### src/rtl/id2_operand_stage_pkg.sv
// Shared decode definitions for the ID2 operand stage: MIPS opcodes,
// REGIMM rt subtypes, forward-select encodings and immediate-extension helper.
package id2_operand_stage_pkg;

  localparam logic [5:0] OP_SPECIAL = 6'h00;
  localparam logic [5:0] OP_REGIMM  = 6'h01;
  localparam logic [5:0] OP_J       = 6'h02;
  localparam logic [5:0] OP_JAL     = 6'h03;
  localparam logic [5:0] OP_BEQ     = 6'h04;
  localparam logic [5:0] OP_BNE     = 6'h05;
  localparam logic [5:0] OP_BLEZ    = 6'h06;
  localparam logic [5:0] OP_BGTZ    = 6'h07;
  localparam logic [5:0] OP_ADDI    = 6'h08;
  localparam logic [5:0] OP_ADDIU   = 6'h09;
  localparam logic [5:0] OP_SLTI    = 6'h0A;
  localparam logic [5:0] OP_SLTIU   = 6'h0B;
  localparam logic [5:0] OP_BEQL    = 6'h14;
  localparam logic [5:0] OP_BNEL    = 6'h15;
  localparam logic [5:0] OP_BLEZL   = 6'h16;
  localparam logic [5:0] OP_BGTZL   = 6'h17;

  // REGIMM branch subtype carried in the rt field
  typedef enum logic [4:0] {
    RT_BLTZ   = 5'h00,
    RT_BGEZ   = 5'h01,
    RT_BLTZAL = 5'h10,
    RT_BGEZAL = 5'h11
  } regimm_rt_e;

  // Operand select: 0 reads the regfile, k picks forwarding source k
  localparam logic [2:0] FWD_SEL_RF = 3'd0;

  // Arithmetic/compare immediates and every load/store (opcode 1xxxxx) sign-extend
  function automatic logic imm_is_signed(input logic [5:0] op);
    return (op == OP_ADDI) || (op == OP_ADDIU) || (op == OP_SLTI) ||
           (op == OP_SLTIU) || op[5];
  endfunction

endpackage

### src/rtl/id2_operand_stage_br_resolve.sv
// br_resolve: combinational branch compare and control-transfer target.
// BRANCH_LIKELY_EN adds the BEQL/BNEL/BLEZL/BGTZL opcodes and a likely flag.
module br_resolve
  import id2_operand_stage_pkg::*;
#(
  parameter int DATA_W = 32
) (
  input  logic [5:0]        op_code_i,
  input  logic [4:0]        rt_addr_i,
  input  logic [DATA_W-1:0] pc_i,
  input  logic [15:0]       imme_i,
  input  logic [25:0]       j_imme_i,
  input  logic              is_branch_i,
  input  logic              is_j_imme_i,
  input  logic              is_jr_i,
  input  logic [DATA_W-1:0] rs_data_i,
  input  logic [DATA_W-1:0] rt_data_i,
`ifdef BRANCH_LIKELY_EN
  output logic              likely_o,
`endif
  output logic              taken_o,
  output logic [DATA_W-1:0] target_o
);

  logic signed [DATA_W-1:0] rs_s;
  logic                     rs_neg, rs_zero, rs_eq_rt, cond;
  logic [DATA_W-1:0]        pc4, br_ofs;

  assign rs_s     = rs_data_i;
  assign rs_neg   = rs_s[DATA_W-1];
  assign rs_zero  = (rs_data_i == '0);
  assign rs_eq_rt = (rs_data_i == rt_data_i);
  assign pc4      = pc_i + DATA_W'(4);
  assign br_ofs   = {{(DATA_W-18){imme_i[15]}}, imme_i, 2'b00};

  // Signed condition evaluation per branch opcode
  always_comb begin
    cond = 1'b0;
`ifdef BRANCH_LIKELY_EN
    likely_o = 1'b0;
`endif
    case (op_code_i)
      OP_BEQ:  cond = rs_eq_rt;
      OP_BNE:  cond = !rs_eq_rt;
      OP_BLEZ: cond = rs_neg || rs_zero;
      OP_BGTZ: cond = !rs_neg && !rs_zero;
      OP_REGIMM: begin
        case (rt_addr_i)
          RT_BLTZ, RT_BLTZAL: cond = rs_neg;
          RT_BGEZ, RT_BGEZAL: cond = !rs_neg;
          default:            cond = 1'b0;
        endcase
      end
`ifdef BRANCH_LIKELY_EN
      OP_BEQL:  begin cond = rs_eq_rt;              likely_o = is_branch_i; end
      OP_BNEL:  begin cond = !rs_eq_rt;             likely_o = is_branch_i; end
      OP_BLEZL: begin cond = rs_neg || rs_zero;     likely_o = is_branch_i; end
      OP_BGTZL: begin cond = !rs_neg && !rs_zero;   likely_o = is_branch_i; end
`endif
      default: cond = 1'b0;
    endcase
  end

  assign taken_o  = is_jr_i || is_j_imme_i || (is_branch_i && cond);
  assign target_o = is_jr_i     ? rs_data_i :
                    is_j_imme_i ? {pc4[DATA_W-1:DATA_W-4], j_imme_i, 2'b00} :
                                  pc4 + br_ofs;

endmodule

### src/rtl/id2_operand_stage.sv
// id2_operand_stage: operand select/forwarding, immediate extension, branch
// resolution and a one-deep output register toward EX.
// Optional feature macro: BRANCH_LIKELY_EN (likely branches + delay-slot squash).
module id2_operand_stage
  import id2_operand_stage_pkg::*;
#(
  parameter int DATA_W  = 32,
  parameter int FWD_NUM = 5,
  parameter int CTRL_W  = 24
) (
  input  logic                    clk,
  input  logic                    rst_n,
  input  logic                    in_valid,
  output logic                    in_ready,
  input  logic [DATA_W-1:0]       in_pc,
  input  logic [5:0]              in_op_code,
  input  logic [4:0]              in_rs,
  input  logic [4:0]              in_rt,
  input  logic [15:0]             in_imme,
  input  logic [25:0]             in_j_imme,
  input  logic                    in_is_branch,
  input  logic                    in_is_j_imme,
  input  logic                    in_is_jr,
  input  logic [CTRL_W-1:0]       in_ctrl,
  input  logic [2:0]              fwd_sel_rs,
  input  logic [2:0]              fwd_sel_rt,
  input  logic [FWD_NUM*32-1:0]   fwd_data,
  input  logic [FWD_NUM-1:0]      fwd_ready,
  output logic [4:0]              reg_r_addr_1,
  output logic [4:0]              reg_r_addr_2,
  input  logic [DATA_W-1:0]       reg_r_data_1,
  input  logic [DATA_W-1:0]       reg_r_data_2,
  input  logic                    flush,
  output logic                    out_valid,
  input  logic                    out_ready,
  output logic [DATA_W-1:0]       out_pc,
  output logic [DATA_W-1:0]       out_rs_data,
  output logic [DATA_W-1:0]       out_rt_data,
  output logic [DATA_W-1:0]       out_ext_imme,
  output logic [CTRL_W-1:0]       out_ctrl,
  output logic                    redirect_valid,
  output logic [DATA_W-1:0]       redirect_pc,
  output logic [31:0]             stall_cnt
);

  // Pick regfile data or forwarding source sel; out-of-range sources read 0
  function automatic logic [DATA_W-1:0] fwd_pick(input logic [2:0] sel,
                                                 input logic [DATA_W-1:0] rf,
                                                 input logic [FWD_NUM*32-1:0] fd);
    logic [DATA_W-1:0] r;
    r = '0;
    if (sel == FWD_SEL_RF) r = rf;
    for (int k = 1; k <= FWD_NUM; k++)
      if (sel == 3'(k)) r = fd[32*(k-1) +: 32];
    return r;
  endfunction

  // A named forwarding source that has not produced its data yet
  function automatic logic fwd_wait(input logic [2:0] sel, input logic [FWD_NUM-1:0] rdy);
    logic w;
    w = 1'b0;
    for (int k = 1; k <= FWD_NUM; k++)
      if (sel == 3'(k)) w = !rdy[k-1];
    return w;
  endfunction

  function automatic logic [31:0] sat_inc(input logic [31:0] v);
    return (v == 32'hFFFF_FFFF) ? v : v + 32'd1;
  endfunction

  logic              hazard, accept, present, br_taken;
  logic [DATA_W-1:0] rs_opnd, rt_opnd, ext_imme, br_target;
  logic              out_valid_q, out_valid_d, redirect_valid_q, redirect_valid_d;
  logic [31:0]       stall_cnt_q, stall_cnt_d;
  logic [DATA_W-1:0] out_pc_q, out_rs_q, out_rt_q, out_imm_q, redirect_pc_q;
  logic [CTRL_W-1:0] out_ctrl_q;

  assign reg_r_addr_1 = in_rs;
  assign reg_r_addr_2 = in_rt;
  assign rs_opnd  = fwd_pick(fwd_sel_rs, reg_r_data_1, fwd_data);
  assign rt_opnd  = fwd_pick(fwd_sel_rt, reg_r_data_2, fwd_data);
  assign hazard   = fwd_wait(fwd_sel_rs, fwd_ready) || fwd_wait(fwd_sel_rt, fwd_ready);
  assign in_ready = (!out_valid_q || out_ready) && !hazard && !flush;
  assign accept   = in_valid && in_ready;
  assign ext_imme = imm_is_signed(in_op_code) ? {{(DATA_W-16){in_imme[15]}}, in_imme}
                                              : {{(DATA_W-16){1'b0}}, in_imme};

`ifdef BRANCH_LIKELY_EN
  logic br_likely, squash_q, squash_d;
`endif

  br_resolve #(.DATA_W(DATA_W)) u_br_resolve (
    .op_code_i   (in_op_code),
    .rt_addr_i   (in_rt),
    .pc_i        (in_pc),
    .imme_i      (in_imme),
    .j_imme_i    (in_j_imme),
    .is_branch_i (in_is_branch),
    .is_j_imme_i (in_is_j_imme),
    .is_jr_i     (in_is_jr),
    .rs_data_i   (rs_opnd),
    .rt_data_i   (rt_opnd),
`ifdef BRANCH_LIKELY_EN
    .likely_o    (br_likely),
`endif
    .taken_o     (br_taken),
    .target_o    (br_target)
  );

`ifdef BRANCH_LIKELY_EN
  // A not-taken likely branch kills the next accepted instruction (its delay slot)
  assign present = !squash_q;
  always_comb begin
    squash_d = squash_q;
    if (flush)       squash_d = 1'b0;
    else if (accept) squash_d = present && br_likely && !br_taken;
  end

  // Pending delay-slot squash
  always_ff @(posedge clk or negedge rst_n) begin
    if (!rst_n) squash_q <= 1'b0;
    else        squash_q <= squash_d;
  end
`else
  assign present = 1'b1;
`endif

  // Next-state for valid, redirect pulse and the hazard-stall counter
  always_comb begin
    out_valid_d      = out_valid_q;
    redirect_valid_d = 1'b0;
    if (flush)          out_valid_d = 1'b0;
    else if (accept)    out_valid_d = present;
    else if (out_ready) out_valid_d = 1'b0;
    if (accept && present && br_taken) redirect_valid_d = 1'b1;
    stall_cnt_d = (in_valid && hazard && !flush) ? sat_inc(stall_cnt_q) : stall_cnt_q;
  end

  // Control registers
  always_ff @(posedge clk or negedge rst_n) begin
    if (!rst_n) begin
      out_valid_q      <= 1'b0;
      redirect_valid_q <= 1'b0;
      stall_cnt_q      <= '0;
    end else begin
      out_valid_q      <= out_valid_d;
      redirect_valid_q <= redirect_valid_d;
      stall_cnt_q      <= stall_cnt_d;
    end
  end

  // Operand/data registers: loaded only on accept so they hold under backpressure
  always_ff @(posedge clk or negedge rst_n) begin
    if (!rst_n) begin
      out_pc_q      <= '0;
      out_rs_q      <= '0;
      out_rt_q      <= '0;
      out_imm_q     <= '0;
      out_ctrl_q    <= '0;
      redirect_pc_q <= '0;
    end else if (accept) begin
      out_pc_q   <= in_pc;
      out_rs_q   <= rs_opnd;
      out_rt_q   <= rt_opnd;
      out_imm_q  <= ext_imme;
      out_ctrl_q <= in_ctrl;
      if (present && br_taken) redirect_pc_q <= br_target;
    end
  end

  assign out_valid      = out_valid_q;
  assign redirect_valid = redirect_valid_q;
  assign stall_cnt      = stall_cnt_q;
  assign out_pc         = out_pc_q;
  assign out_rs_data    = out_rs_q;
  assign out_rt_data    = out_rt_q;
  assign out_ext_imme   = out_imm_q;
  assign out_ctrl       = out_ctrl_q;
  assign redirect_pc    = redirect_pc_q;

endmodule
### config.mk
export PLATFORM = sky130hd
export DESIGN_NAME = id2_operand_stage
export DESIGN_NICKNAME = d
export VERILOG_FILES = /design/src/rtl/id2_operand_stage_pkg.sv /design/src/rtl/id2_operand_stage_br_resolve.sv /design/src/rtl/id2_operand_stage.sv
export SDC_FILE = /design/constraint.sdc
export NUM_CORES = 1
export LEC_CHECK = 0
export ABC_AREA = 1
export CAP_MARGIN = 25
export CORE_MARGIN = 2
export CORE_UTILIZATION = 25
export DETAILED_ROUTE_END_ITERATION = 8
export DONT_BUFFER_PORTS = 1
export HOLD_SLACK_MARGIN = 0.02
export REMOVE_ABC_BUFFERS = 1
export SETUP_SLACK_MARGIN = 0.4
export SLEW_MARGIN = 20
export SYNTH_ARGS = -nofsm -noshare
export SYNTH_HDL_FRONTEND = slang
export SYNTH_SLANG_ARGS = --single-unit
### constraint.sdc
create_clock -name clk -period 2.6 [get_ports clk]
set_clock_uncertainty 0.05 [all_clocks]
set_input_delay 0.26 -clock clk [delete_from_list [all_inputs] [get_ports clk]]
set_output_delay 0.26 -clock clk [all_outputs]
set_load 0.02 [all_outputs]
# Word level (Yosys, flattened, before mapping)

Cells that the tools add are included.

Input bits: 357
Register bits: 218
Logic and storage cells: 105
Output and inout bits: 229

Bitwise logic cells: 1
Equality and inequality tests: 24
Multiplexer cells: 31
Add/sub/neg operators: 3
Reduce and logical (&&, ||, !) cells: 37

Operators by type and width:

| cell                                                 | number |
|---|---|
| 2-to-1 mux 32 bit                                    | 15 |
| adder 32 x 1 -> 32 bit (second input constant)       | 1 |
| adder 32 x 3 -> 32 bit (second input constant)       | 1 |
| adder 32 bit                                         | 1 |
| equality test 32 bit                                 | 1 |
| equality test 32 bit (second input constant)         | 1 |
| zero test 32 bit                                     | 1 |
| equality test 6 x 3 -> 1 bit (second input constant) | 4 |
| equality test 6 x 4 -> 1 bit (second input constant) | 4 |
| 2-to-1 mux 1 bit                                     | 14 |
| equality test 3 x 2 -> 1 bit (second input constant) | 4 |
| equality test 3 bit (second input constant)          | 4 |
| zero test 1 bit                                      | 11 |
| equality test 5 bit (second input constant)          | 2 |
| logical OR 1 bit                                     | 9 |
| logical AND 1 bit                                    | 8 |
| equality test 3 x 1 -> 1 bit (second input constant) | 2 |
| equality test 6 x 1 -> 1 bit (second input constant) | 1 |
| zero test 3 bit                                      | 2 |
| equality test 5 x 1 -> 1 bit (second input constant) | 1 |
| zero test 5 bit                                      | 1 |
| case mux 1 bit (5 select lines)                      | 1 |
| AND reduction 2 bit                                  | 2 |
| OR reduction 2 bit                                   | 2 |
| other kinds (3)                                      | 3 |

# Depth between registers and ports, before layout

Depth after elaboration: 15
Depth in mapped cells: 31
Mapped depth without buffers: 31

# Hierarchy

A second synthesis with hierarchy kept.

Cells, all modules: 2528
Area, all modules: 15778.9 µm²

By module, submodules not included:

| module            | sequential area each (µm²) | cells each | area an instance (µm²) | times used |
|---|---|---|---|---|
| id2_operand_stage | 5079.9                     | 1728       | 11738.8                | 1 |
| br_resolve        | 0.0                        | 800        | 4040.1                 | 1 |

# Least setup slack after synthesis

Ideal clock, no wire load.

Path kind: input-to-reg
From: input port in_pc[4]
To: register redirect_pc_q[26] (netlist: redirect_pc[26])
Required time: 2.485 ns
Arrival: 3.699 ns
Library setup time: 0.065 ns
Path slack: -1.214 ns
Stages on the path: 26
Cell sequence: inv_1 nor3_1 nand3_1 nor2_1 nand4_1 nor3_2 nand3_1 nor2_1 nand3_1 nor3_2 xor2_1 inv_1 ha_1 nand2_1 nor2_1 inv_1 nor2_1 nand2_1 o211ai_1 a31oi_1 or2_2 nand3_1 o211ai_1 o21ai_0 nand3_1 nand2_1

Longest elaborated chain between the ends: 4

Ends and longest elaborated chain:

| element                | line                               | source |
|---|---|---|
| start: declaration     | id2_operand_stage.sv:15            | `input logic [DATA_W-1:0] in_pc,` |
| adder 32 x 3 -> 32 bit | id2_operand_stage_br_resolve.sv:33 | `assign pc4 = pc_i + DATA_W'(4);` |
| adder 32 bit           | id2_operand_stage_br_resolve.sv:67 | `pc4 + br_ofs;` |
| 2-to-1 mux 32 bit      | id2_operand_stage_br_resolve.sv:66 | `is_j_imme_i ? {pc4[DATA_W-1:DATA_W-4], j_imme_i, 2'b00} :` |
| 2-to-1 mux 32 bit      | id2_operand_stage_br_resolve.sv:65 | `assign target_o = is_jr_i ? rs_data_i :` |
| end signal: assignment | id2_operand_stage.sv:167           | `if (present && br_taken) redirect_pc_q <= br_target;` |
| end: declaration       | id2_operand_stage.sv:75            | `logic [DATA_W-1:0] out_pc_q, out_rs_q, out_rt_q, out_imm_q, redirect_pc_q;` |

No other way between the ends.
A chain may end at the register's enable or synchronous reset.

# Worst setup path in the final report

From: input port in_pc[3]
To: register redirect_pc_q[26] (netlist: redirect_pc[26])

Same word-level chain as after synthesis.

==> metrics <==
post-route cell area=0.02387 sq mm; reg2reg end=stall_cnt[25]; global-route wire length before repair=115,500 um; All-Layer GR Usage=23.45%; placed inst area=0.01943 sq mm; post-route ant nets=0; Max Clk Rate=317.9 MHz; failing checks=hold timing, setup timing; crit-path max FO=2; area of the multi-input gates=0.01065 sq mm; CP peak stage delay=0.28 ns; Top delay family on crit path=simple AND/OR/NAND/NOR gates; Max-slew headroom=38.57%; cell area after synthesis=0.01567 sq mm; most frequent cells in the layout=nand2_1 (800), buf_4 (395), nor2_1 (230); I/O Pins=586; CTS Root Cell=clkbuf_16; R2R cell count=9; flop2flop setup slack=0.49 ns; later-pin clock latency in the skew report=0.56 ns; synth-to-layout area growth=52.36%; post-synthesis sequential area ratio=32.43%; share of layout cells above drive strength 1=29.19%; peak supply drop=0.7094 mV; worst slew pin tran=0.9215 ns; cell at the slowest stage of the critical path=ha_4; CTS tree=done; DR WL/cell=21.09 um; clk buf depth=3; RSZ-0062 raised after global routing=yes; post-route setup slack=-0.5454 ns; die area=0.06468 sq mm; number of nets in the layout=3,373; max_cap viols=0; worst path required time=3.05 ns; Final Hold Vio Count=203; dpl ws=-1.418 ns; Vert. Die Dim=254.3 um; number of global-route vias before repair=18,326; FF/Latch Area=0.005085 sq mm; top cell type's share of synthesized area=32.43%; PwrDens=564.9 mW/mm^2; Vias=18,841; Synthesis Warnings=0; 1st-iter DRT viols=1,548; htree depth=1; min cycle time layout=3.145 ns; initial core utilization=25.34%; CTS clock-pin slew for the worst setup and hold paths=0.06 ns; CP Launch Type=input port; Mean Syn Cell Area=6.249 sq um; buffer and inverter count on the worst path=3; r2r startpoint=stall_cnt[14]; Slew Limit Fails=0; DP HPWL=62,350 um; Port Buf Inserts=0; Mapped Cells=2,507; routed vias/inst=4.907; GRT overflow=0; outcome=complete, but fails checks; Pleak=11.96 nW; DRT Pass-1 Iters=5; row cnt=91; final setup fails=15; CTS Buf Count=26; Synth async-reset ratio=100.0%; fin crit share=121.0%; critical path class=input port to flop; critical path endpoint category=flop; most common cell after layout, fill and taps aside=nand2_1; initial antenna violation count=3; synth top area cells=dfrtp_1 (32%), nand2_1 (21%), nor2_1 (7.3%), nand3_1 (5.8%), inv_1 (5.7%); pin count of the biggest net entering global routing=204; Routed WL=80,970 um; Die W=254.3 um; Yosys cell types=48; drc violations=0; hold crit path type=input port to asynchronous set/reset pin; WP data arrival=3.60 ns; GPL Wtd Cong=0.9734; post-synthesis register bit count=203; final hold slack=-0.6522 ns; EDFF count, synth=0; core area=0.06183 sq mm; FILL cells=6,416; CTS Sinks=203; Yosys top cell by area=dfrtp_1; ys flop type=dfrtp_1
-- per-layer routing --
layer | GRT usage, % | share of wire, % | wire length, um
met1 | 28.69 | 40 | 32470
met3 | 7.593 | 9.9 | 8016
met5 | 0 | 0.052 | 42
met2 | 38.80 | 46 | 37340
met4 | 7.765 | 3.8 | 3105
-- cells in the mapped netlist (7+ instances only) --
library cell	n
o22ai_1	15
inv_2	10
nor2_1	306
nand2_1	890
inv_1	236
buf_2	25
o211ai_1	7
nand4_1	70
buf_1	12
dfrtp_1	203
or2_2	21
nor3_1	35
nor4_1	13
nand3_1	180
xor2_1	50
buf_4	37
a21oi_1	80
xnor2_1	15
o21ai_0	148
nand3b_1	10
clkbuf_1	50
ha_1	31
-- how the worst max path moves through the flow --
stage	startpoint	end	slack [ns]	cells past startpoint
5_1_grt	in_pc[3]	redirect_pc[26]	-0.86	26
6_report	in_pc[3]	redirect_pc[26]	-0.55	26
3_5_place_dp	in_pc[2]	redirect_pc[26]	-1.42	29
4_1_cts	in_pc[2]	redirect_pc[26]	-0.64	26
3_3_place_gp	in_pc[2]	redirect_pc[26]	-1.41	29
2_1_floorplan	fwd_sel_rs[2]	redirect_pc[0]	-5.78	13
-- state kept, by name, indices dropped and copies added (netlist names) --
register	count
out_rs_data	32
stall_cnt	32
out_rt_data	32
out_ext_imme	17
out_valid	1
out_ctrl	24
redirect_valid	1
out_pc	32
redirect_pc	32
-- power by group --
group / internal (mW) / leakage [nW] / switching (mW) / total (mW)
logic: 1.95 / 8.99 / 2.36 / 4.31
registers: 3.92 / 2.56 / 1.71 / 5.63
clock network: 2.05 / 0.405 / 1.50 / 3.54
-- cell families (layout without fill, tap and decap cells) --
logic type | after synthesis | in the layout | share of synthesized area, %
and+or+nand+nor | 1547 | 1547 | 41.22
DFF | 203 | 203 | 32.43
other | 0 | 2 | 0
buffers and inverters | 377 | 871 | 10.31
adders and majority gates | 32 | 32 | 2.604
xor gates and xnor gates | 65 | 65 | 3.634
AOI/OAI and AO/OA | 283 | 283 | 9.800
-- layout make-up --
class / instances / area share [%]
multi-input combinational: 1927 / 44.63
timing repair buffer: 577 / 22.05
sequential: 203 / 21.30
tap: 837 / 4.388
inverter: 249 / 4.157
clock buffer: 34 / 3.019
clock inverter: 11 / 0.4299
antenna: 2 / 0.02097
-- metrics by stage --
step | hold slack [ns] | total power, mW | setup TNS, ns | instances | util (%)
floorplan | -0.08559 | 7.232 | -836.38 | 2379 | -
global placement | -0.07981 | 9.073 | -98.01 | 3625 | 31.44
detailed placement | -0.08002 | 9.109 | -104.03 | 3625 | 31.44
CTS | -0.6964 | 13.18 | -5.757 | 3803 | 36.41
global route | -0.6944 | 14.23 | -9.301 | 3838 | 38.60
finish | -0.6522 | 13.48 | -5.316 | 3840 | 38.61
-- repair_timing --
item	4_1_cts	5_1_grt
buffers inserted	24	26
cloned	2	7
setup endpoints to repair	201	107
hold endpoints to repair	318	207
hold buffers	107	2
pin swaps	79	153
resized for setup	246	267
-- worst reg2reg max path: stages (launching register included) --
cell and delay (ns):
dfrtp_1 0.35, buf_4 0.18, nand2_1 0.09, nor2_1 0.16, nand2_1 0.13, nor4_1 0.44, nand4_1 0.29, xnor2_1 0.20
nand2_1 0.07, nand2_1 0.05
(Power assumes the default switching activity.)
